## config.mk

```make
export PLATFORM = sky130hd
export DESIGN_NAME = dmem_port_arbiter_flat
export DESIGN_NICKNAME = d
export VERILOG_FILES = /design/src/rtl/dmem_arb_pkg.sv /design/src/rtl/dmem_port_arbiter_if.sv /design/src/rtl/dmem_arb_pick.sv /design/src/rtl/dmem_port_arbiter.sv /design/src/flat_wrapper.sv
export SDC_FILE = /design/constraint.sdc
export NUM_CORES = 1
export LEC_CHECK = 0
export CAP_MARGIN = 20
export CORE_UTILIZATION = 43
export CTS_CLUSTER_SIZE = 16
export DETAILED_ROUTE_END_ITERATION = 10
export GPL_TIMING_DRIVEN = 0
export PLACE_DENSITY_LB_ADDON = 0.2
export SLEW_MARGIN = 20
export SYNTH_ARGS = -nofsm -noshare
export SYNTH_HDL_FRONTEND = slang
export SYNTH_HIERARCHICAL = 1
export SYNTH_SLANG_ARGS = --single-unit
```

## constraint.sdc

```tcl
create_clock -name clk -period 11 [get_ports clk]
set_input_delay 2.2 -clock clk [delete_from_list [all_inputs] [get_ports clk]]
set_output_delay 2.2 -clock clk [all_outputs]
set_load 0.01 [all_outputs]
```

## src/rtl/dmem_arb_pkg.sv

```systemverilog
`default_nettype none
// ============================================================================
// Module      : dmem_arb_pkg
// Description : Shared types and constants for the data-memory port arbiter.
//               FSM state encoding, port indices and byte-strobe width.
// Revision    : 1.0 - initial release
// ============================================================================
package dmem_arb_pkg;

    typedef enum logic [1:0] {
        IDLE  = 2'd0,
        ISSUE = 2'd1,
        WAIT  = 2'd2,
        RESP  = 2'd3
    } state_t;

    localparam logic P_CORE = 1'b0;
    localparam logic P_DBG  = 1'b1;
    localparam int   BE_W   = 4;

endpackage
`default_nettype wire

```

## src/rtl/dmem_port_arbiter_if.sv

```systemverilog
`default_nettype none
// ============================================================================
// Module      : dmem_port_arbiter_if
// Description : Bundle of both requester ports, the memory macro port and the
//               busy flag. "master" is the requester/memory side, "slave" is
//               the arbiter.
// Ports       : m0_* core LSU port, m1_* debug/DMA port, mem_* memory macro,
//               busy arbiter activity flag.
// Revision    : 1.0 - initial release
// ============================================================================
interface dmem_port_arbiter_if #(
    parameter int AW = 32,
    parameter int DW = 32
);
    import dmem_arb_pkg::*;

    logic            m0_req;
    logic [BE_W-1:0] m0_be;
    logic [AW-1:0]   m0_addr;
    logic [DW-1:0]   m0_wdata;
    logic            m0_gnt;
    logic            m0_rvalid;
    logic [DW-1:0]   m0_rdata;

    logic            m1_req;
    logic [BE_W-1:0] m1_be;
    logic [AW-1:0]   m1_addr;
    logic [DW-1:0]   m1_wdata;
    logic            m1_gnt;
    logic            m1_rvalid;
    logic [DW-1:0]   m1_rdata;

    logic            mem_en;
    logic [BE_W-1:0] mem_we;
    logic [AW-1:0]   mem_addr;
    logic [DW-1:0]   mem_wdata;
    logic [DW-1:0]   mem_rdata;

    logic            busy;

    modport master (
        output m0_req, m0_be, m0_addr, m0_wdata,
        input  m0_gnt, m0_rvalid, m0_rdata,
        output m1_req, m1_be, m1_addr, m1_wdata,
        input  m1_gnt, m1_rvalid, m1_rdata,
        input  mem_en, mem_we, mem_addr, mem_wdata,
        output mem_rdata,
        input  busy
    );

    modport slave (
        input  m0_req, m0_be, m0_addr, m0_wdata,
        output m0_gnt, m0_rvalid, m0_rdata,
        input  m1_req, m1_be, m1_addr, m1_wdata,
        output m1_gnt, m1_rvalid, m1_rdata,
        output mem_en, mem_we, mem_addr, mem_wdata,
        input  mem_rdata,
        output busy
    );

endinterface
`default_nettype wire

```

## src/rtl/dmem_arb_pick.sv

```systemverilog
`default_nettype none
// ============================================================================
// Module      : dmem_arb_pick
// Description : Combinational winner selection between the two requesters.
//               Default: fixed priority to port 0, overridden for port 1 once
//               the starvation count reaches MAX_STARVE.
//               With DMEM_ARB_RR_EN defined: round-robin on last_winner.
// Ports       : i_req0/i_req1 requests, i_starve_cnt or i_last_winner,
//               o_any (some request pending), o_winner (port index).
// Revision    : 1.0 - initial release
// ============================================================================
module dmem_arb_pick
    import dmem_arb_pkg::*;
#(
    parameter int MAX_STARVE = 4,
    parameter int SCW        = 3
) (
    input  logic           i_req0,
    input  logic           i_req1,
`ifdef DMEM_ARB_RR_EN
    input  logic           i_last_winner,
`else
    input  logic [SCW-1:0] i_starve_cnt,
`endif
    output logic           o_any,
    output logic           o_winner
);

    assign o_any = i_req0 | i_req1;

`ifdef DMEM_ARB_RR_EN
    // On contention the port that did not win last time goes first.
    assign o_winner = (i_req0 & i_req1) ? ~i_last_winner : (i_req1 ? P_DBG : P_CORE);
`else
    logic w_force1;
    assign w_force1 = (i_starve_cnt == SCW'(MAX_STARVE));
    assign o_winner = (i_req1 & (~i_req0 | w_force1)) ? P_DBG : P_CORE;
`endif

endmodule
`default_nettype wire

```

## src/rtl/dmem_port_arbiter.sv

```systemverilog
`default_nettype none
// ============================================================================
// Module      : dmem_port_arbiter
// Description : Shares a single-ported data memory between the core LSU
//               (port 0) and the debug/DMA master (port 1). Each access runs
//               IDLE(grant) -> ISSUE(mem_en) -> [WAIT x RD_LAT -> RESP] for
//               reads; writes return to IDLE straight after ISSUE.
// Ports       : clk, rst (asynchronous, active-high), bus (slave modport of
//               dmem_port_arbiter_if).
// Config      : DMEM_ARB_RR_EN selects round-robin arbitration instead of
//               fixed priority with starvation counter.
// Revision    : 1.0 - initial release
// ============================================================================
module dmem_port_arbiter
    import dmem_arb_pkg::*;
#(
    parameter int AW         = 32,
    parameter int DW         = 32,
    parameter int RD_LAT     = 1,
    parameter int MAX_STARVE = 4
) (
    input  logic               clk,
    input  logic               rst,
    dmem_port_arbiter_if.slave bus
);

    localparam int SCW = $clog2(MAX_STARVE + 1);

    state_t          r_state;
    state_t          w_state_nxt;
    logic            r_owner;
    logic [BE_W-1:0] r_be;
    logic [AW-1:0]   r_addr;
    logic [DW-1:0]   r_wdata;
    logic [2:0]      r_cnt;
    logic [DW-1:0]   r_rdata0;
    logic [DW-1:0]   r_rdata1;
    logic            w_any;
    logic            w_winner;
    logic            w_gnt0;
    logic            w_gnt1;
    logic            w_grant;

    assign w_grant = (r_state == IDLE) && w_any;

`ifdef DMEM_ARB_RR_EN
    logic r_last_winner;

    dmem_arb_pick #(.MAX_STARVE(MAX_STARVE), .SCW(SCW)) u_pick (
        .i_req0        (bus.m0_req),
        .i_req1        (bus.m1_req),
        .i_last_winner (r_last_winner),
        .o_any         (w_any),
        .o_winner      (w_winner)
    );

    always_ff @(posedge clk or posedge rst) begin
        if (rst) begin
            r_last_winner <= P_DBG;
        end else if (w_grant) begin
            r_last_winner <= w_winner;
        end
    end
`else
    logic [SCW-1:0] r_starve;

    dmem_arb_pick #(.MAX_STARVE(MAX_STARVE), .SCW(SCW)) u_pick (
        .i_req0       (bus.m0_req),
        .i_req1       (bus.m1_req),
        .i_starve_cnt (r_starve),
        .o_any        (w_any),
        .o_winner     (w_winner)
    );

    // Counts port-0 wins taken while port 1 waits; only evaluated in IDLE.
    always_ff @(posedge clk or posedge rst) begin
        if (rst) begin
            r_starve <= '0;
        end else if (r_state == IDLE) begin
            if (!bus.m1_req || w_winner == P_DBG) begin
                r_starve <= '0;
            end else if (r_starve != SCW'(MAX_STARVE)) begin
                r_starve <= r_starve + 1'b1;
            end
        end
    end
`endif

    always_ff @(posedge clk or posedge rst) begin
        if (rst) begin
            r_state <= IDLE;
        end else begin
            r_state <= w_state_nxt;
        end
    end

    always_comb begin
        w_state_nxt = r_state;
        w_gnt0      = 1'b0;
        w_gnt1      = 1'b0;
        case (r_state)
            IDLE: begin
                if (w_any) begin
                    w_state_nxt = ISSUE;
                    w_gnt0      = (w_winner == P_CORE);
                    w_gnt1      = (w_winner == P_DBG);
                end
            end
            ISSUE:   w_state_nxt = (r_be != '0) ? IDLE : WAIT;
            WAIT:    if (r_cnt == 3'd1) w_state_nxt = RESP;
            RESP:    w_state_nxt = IDLE;
            default: w_state_nxt = IDLE;
        endcase
    end

    // The transaction runs from this registered copy so requesters may
    // change or drop their fields right after the grant.
    always_ff @(posedge clk or posedge rst) begin
        if (rst) begin
            r_owner  <= P_CORE;
            r_be     <= '0;
            r_addr   <= '0;
            r_wdata  <= '0;
            r_cnt    <= '0;
            r_rdata0 <= '0;
            r_rdata1 <= '0;
        end else begin
            if (w_grant) begin
                r_owner <= w_winner;
                r_be    <= (w_winner == P_DBG) ? bus.m1_be    : bus.m0_be;
                r_addr  <= (w_winner == P_DBG) ? bus.m1_addr  : bus.m0_addr;
                r_wdata <= (w_winner == P_DBG) ? bus.m1_wdata : bus.m0_wdata;
            end
            if (r_state == ISSUE) begin
                r_cnt <= 3'(RD_LAT);
            end else if (r_state == WAIT) begin
                r_cnt <= r_cnt - 3'd1;
            end
            // Memory data is valid in the last WAIT cycle.
            if (r_state == WAIT && r_cnt == 3'd1) begin
                if (r_owner == P_DBG) begin
                    r_rdata1 <= bus.mem_rdata;
                end else begin
                    r_rdata0 <= bus.mem_rdata;
                end
            end
        end
    end

    // Grants are combinational from IDLE, so mask them while reset is held.
    assign bus.m0_gnt    = w_gnt0 & ~rst;
    assign bus.m1_gnt    = w_gnt1 & ~rst;
    assign bus.m0_rvalid = (r_state == RESP) && (r_owner == P_CORE);
    assign bus.m1_rvalid = (r_state == RESP) && (r_owner == P_DBG);
    assign bus.m0_rdata  = r_rdata0;
    assign bus.m1_rdata  = r_rdata1;
    assign bus.mem_en    = (r_state == ISSUE);
    assign bus.mem_we    = (r_state == ISSUE) ? r_be : '0;
    assign bus.mem_addr  = r_addr;
    assign bus.mem_wdata = r_wdata;
    assign bus.busy      = (r_state != IDLE);

endmodule
`default_nettype wire

```

## src/flat_wrapper.sv

```systemverilog
// flat-port wrapper written by rule: the top's interface ports become plain ports
module dmem_port_arbiter_flat import dmem_arb_pkg::*;
#(
    parameter int AW         = 32,
    parameter int DW         = 32,
    parameter int RD_LAT     = 1,
    parameter int MAX_STARVE = 4
)
  (clk, rst, bus_m0_req, bus_m0_be, bus_m0_addr, bus_m0_wdata, bus_m0_gnt, bus_m0_rvalid, bus_m0_rdata, bus_m1_req, bus_m1_be, bus_m1_addr, bus_m1_wdata, bus_m1_gnt, bus_m1_rvalid, bus_m1_rdata, bus_mem_en, bus_mem_we, bus_mem_addr, bus_mem_wdata, bus_mem_rdata, bus_busy);
  dmem_port_arbiter_if #(.AW(AW), .DW(DW)) bus_i ();
  input  logic clk;
  input  logic rst;
  input wire logic [$bits(bus_i.m0_req)-1:0] bus_m0_req;
  input wire logic [$bits(bus_i.m0_be)-1:0] bus_m0_be;
  input wire logic [$bits(bus_i.m0_addr)-1:0] bus_m0_addr;
  input wire logic [$bits(bus_i.m0_wdata)-1:0] bus_m0_wdata;
  output wire logic [$bits(bus_i.m0_gnt)-1:0] bus_m0_gnt;
  output wire logic [$bits(bus_i.m0_rvalid)-1:0] bus_m0_rvalid;
  output wire logic [$bits(bus_i.m0_rdata)-1:0] bus_m0_rdata;
  input wire logic [$bits(bus_i.m1_req)-1:0] bus_m1_req;
  input wire logic [$bits(bus_i.m1_be)-1:0] bus_m1_be;
  input wire logic [$bits(bus_i.m1_addr)-1:0] bus_m1_addr;
  input wire logic [$bits(bus_i.m1_wdata)-1:0] bus_m1_wdata;
  output wire logic [$bits(bus_i.m1_gnt)-1:0] bus_m1_gnt;
  output wire logic [$bits(bus_i.m1_rvalid)-1:0] bus_m1_rvalid;
  output wire logic [$bits(bus_i.m1_rdata)-1:0] bus_m1_rdata;
  output wire logic [$bits(bus_i.mem_en)-1:0] bus_mem_en;
  output wire logic [$bits(bus_i.mem_we)-1:0] bus_mem_we;
  output wire logic [$bits(bus_i.mem_addr)-1:0] bus_mem_addr;
  output wire logic [$bits(bus_i.mem_wdata)-1:0] bus_mem_wdata;
  input wire logic [$bits(bus_i.mem_rdata)-1:0] bus_mem_rdata;
  output wire logic [$bits(bus_i.busy)-1:0] bus_busy;
  assign bus_i.m0_req = bus_m0_req;
  assign bus_i.m0_be = bus_m0_be;
  assign bus_i.m0_addr = bus_m0_addr;
  assign bus_i.m0_wdata = bus_m0_wdata;
  assign bus_m0_gnt = bus_i.m0_gnt;
  assign bus_m0_rvalid = bus_i.m0_rvalid;
  assign bus_m0_rdata = bus_i.m0_rdata;
  assign bus_i.m1_req = bus_m1_req;
  assign bus_i.m1_be = bus_m1_be;
  assign bus_i.m1_addr = bus_m1_addr;
  assign bus_i.m1_wdata = bus_m1_wdata;
  assign bus_m1_gnt = bus_i.m1_gnt;
  assign bus_m1_rvalid = bus_i.m1_rvalid;
  assign bus_m1_rdata = bus_i.m1_rdata;
  assign bus_mem_en = bus_i.mem_en;
  assign bus_mem_we = bus_i.mem_we;
  assign bus_mem_addr = bus_i.mem_addr;
  assign bus_mem_wdata = bus_i.mem_wdata;
  assign bus_i.mem_rdata = bus_mem_rdata;
  assign bus_busy = bus_i.busy;
  dmem_port_arbiter #(.AW(AW), .DW(DW), .RD_LAT(RD_LAT), .MAX_STARVE(MAX_STARVE)) u_core (.clk(clk), .rst(rst), .bus(bus_i));
endmodule
```

==> results.json <==
{
  "synth_cells": 502,
  "cts_buffers": 17,
  "fp-row-count": 43,
  "r2r_end": "u_core/bus.mem_addr[7]$_DFFE_PP0P_",
  "hold_class": "reg -> reg",
  "final_layout_size_suffix_gt1_frac": 0.1410,
  "cts_tree": "yes",
  "path_max_fanout": 10,
  "synthSimpleGateAreaFrac": 0.07244,
  "cts_hold_buf": 0,
  "synthFlopType": "dfrtp_1",
  "drtPass1Iterations": 4,
  "cellLeakagePower_nw": 4.231,
  "synth_top_area_frac": 0.5770,
  "cts-resized-gates": 0,
  "maxCapViolCount": 0,
  "status": "finished clean",
  "rrSetupSlack_ns": 8.91,
  "layout_commonest_cell": "clkdlybuf4s50_1",
  "path_cells": "clkdlybuf4s50_1 > nand2_1 > o32ai_2 > buf_2 > buf_2 > and3_1 > clkdlybuf4s50_1",
  "synth_cell_types": 29,
  "core_sq_um": 13880,
  "rsz0062_at_grt": "false",
  "die-area_sq_um": 14700,
  "grt_pass1_vias": 5360,
  "grt_pass1_wl_microns": 27680,
  "most-common-layout-cells": "clkdlybuf4s50_1, dfrtp_1, nand2_1",
  "fmax_ghz": 0.1521,
  "period_share": 0.5975,
  "synth-seq-cells": 141,
  "ios": 310,
  "path_delay_family": "buffers and inverters",
  "via_per_inst": 5.029,
  "worst_ep_required_time_ns": 8.80,
  "antenna_found_initial": 0,
  "hold-path-endpoint": "u_core/bus.mem_addr[31]$_DFFE_PP0P_",
  "synth_xor_area_frac": 0,
  "drc_errors": 0,
  "gp_congestion": 0.7895,
  "ys_seq_area_frac": 0.5770,
  "clkTransAtPathRegs_ns": 0.06,
  "htreeDepth": 4,
  "syn2layout_area_growth_pct": 64.25,
  "synth_area_leader_cell": "dfrtp_1",
  "max-slew-margin-rel": 0.5009,
  "report.final.slew_viol_count": 0,
  "start_util": 0.4405,
  "clk_latency_ns": 0.41,
  "wl_per_cell_microns": 17.55,
  "yosysWarningCount": 6,
  "fin_crit_ns": 6.573,
  "postCtsSetupBuffers": 0,
  "synth_nets": 682,
  "final-hold-violation-count": 0,
  "power.density_nw_per_um2": 273.8,
  "cts_buffer_depth": 2,
  "peakVddDrop_mv": 0.1114,
  "dp_hpwl_microns": 13830,
  "ff2ff_path_depth": 7,
  "ant_nets": 0,
  "cpMaxStageDelayCell": "clkdlybuf4s50_1",
  "wl_microns": 17970,
  "yosys.area_share.adder": 0.01637,
  "die_y_microns": 121.2,
  "numPortBuffers": 309,
  "endpoint_kind": "primary output",
  "synth_enable_flop_cells": 0,
  "syn_area_sq_um": 6115,
  "setup.worst_path.start_class": "input port",
  "slowest_delay_ns": 0.58,
  "finalSetupViolations": 0,
  "r2r-start": "u_core/r_state[0]$_DFFE_PP0P_",
  "worstHoldStart": "u_core/bus.mem_addr[31]$_DFFE_PP0P_",
  "fillers": 975,
  "tightest_slew_ns": 0.7487,
  "synth_compound_area_frac": 0.06896,
  "yosys-top-cells-area": "dfrtp_1, mux2_2, mux2i_1",
  "grt_max_degree": 85,
  "grt.overflow.total": 0,
  "nets": 1011,
  "diodes": 0,
  "drt_iter0_markers": 277,
  "avgSynthCellArea_sq_um": 12.18,
  "die_w_microns": 121.2,
  "hold-path-cell-count": 2,
  "worst-setup-path-type": "in -> out",
  "place_area_sq_um": 9468,
  "fin_area_sq_um": 10040,
  "synth_mux_area_frac": 0.2345,
  "crit_buf_inv": 4,
  "vias": 5150,
  "cts_root_buf": "clkbuf_16",
  "track_usage": 0.2523,
  "cp_data_arrival_time_ns": 4.37,
  "clock_sinks": 141,
  "async_flop_share": 1.000,
  "synth_top_family_by_area": "multiplexers",
  "finClkSkew_ns": 0.008904,
  "setup-tns-final_ns": 0
}
==> final cells by class <==
class,count,area [sq um],area share
flip-flops and latches,141,3528,0.3513
repair buffers,310,3120,0.3107
multi-input cells,322,2399,0.2388
clock buffers,20,436.7,0.04348
well taps,180,225.2,0.02242
plain buffers,29,150.1,0.01495
clock inverters,12,138.9,0.01383
inverters,10,45.04,0.004485
==> synthesized netlist by cell type, types with 3 or more instances <==
master    number
inv_1         10
mux2_2        64
nor2_1         4
clkbuf_1      10
mux2i_1       69
buf_6          3
o21ai_0       70
nand2_1       79
ha_1           8
a21oi_1        3
dfrtp_1      141
nor2b_1        3
buf_2         15
and2_1         6
==> power by group <==
part	internal [mW]	switching [mW]
Combinational	0.702	0.562
Clock	0.336	0.222
Sequential	0.781	0.147
Total	1.82	0.931
==> worst min-delay path, stage by stage (launching register included) <==
cell and delay (ns):
dfrtp_1 0.34, nand2_1 0.04, o21ai_0 0.06
==> routing by layer <==
metal	GRT usage	vias up	wire length (microns)
li1	-	2397	-
met1	0.2782	2459	6729
met2	0.4439	251	9082
met3	0.07425	43	1469
met4	0.1188	0	690
met5	0	-	0
==> worst max path at each step <==
stage,to,slack [ns],cells past startpoint,start
2_1_floorplan,bus_m1_gnt,3.15,2,rst
5_1_grt,bus_m1_gnt,4.33,7,bus_m1_req
6_report,bus_m1_gnt,4.43,7,bus_m1_req
3_3_place_gp,bus_m1_gnt,1.15,4,rst
3_5_place_dp,bus_m1_gnt,4.44,7,bus_m1_req
4_1_cts,bus_m1_gnt,4.42,7,bus_m1_req
==> sequential cells by signal (all words and copies together) (netlist names), named ones only <==
name,count
u_core/r_cnt,3
u_core/bus.m1_rdata,32
u_core/bus.mem_wdata,32
u_core/r_be,4
u_core/r_starve,3
u_core/bus.mem_addr,32
u_core/r_state,1
u_core/r_owner,1
u_core/bus.m0_rdata,32
==> kinds of logic (layout without fill, tap and decap cells) <==
| logic type | Yosys count | in the layout |
|---|---|---|
| DFF | 141 | 141 |
| muxes | 135 | 135 |
| and+or+nand+nor | 100 | 100 |
| AOI/OAI and AO/OA | 79 | 79 |
| buffers and inverters | 39 | 381 |
| adders and majority gates | 8 | 8 |
==> stage by stage <==
stage	hold slack, ns	setup WS (ns)	utilization	power [mW]	std cells
after floorplan	0.4642	3.149	-	1.460	502
after global placement	0.4634	1.152	0.6796	2.152	991
after detailed placement	0.4700	4.445	0.6821	2.204	992
after CTS	0.4825	4.424	0.7235	2.773	1024
after global routing	0.4950	4.333	0.7235	2.918	1024
final	0.4757	4.427	0.7235	2.750	1024
Power figures use the tool's default switching activity.
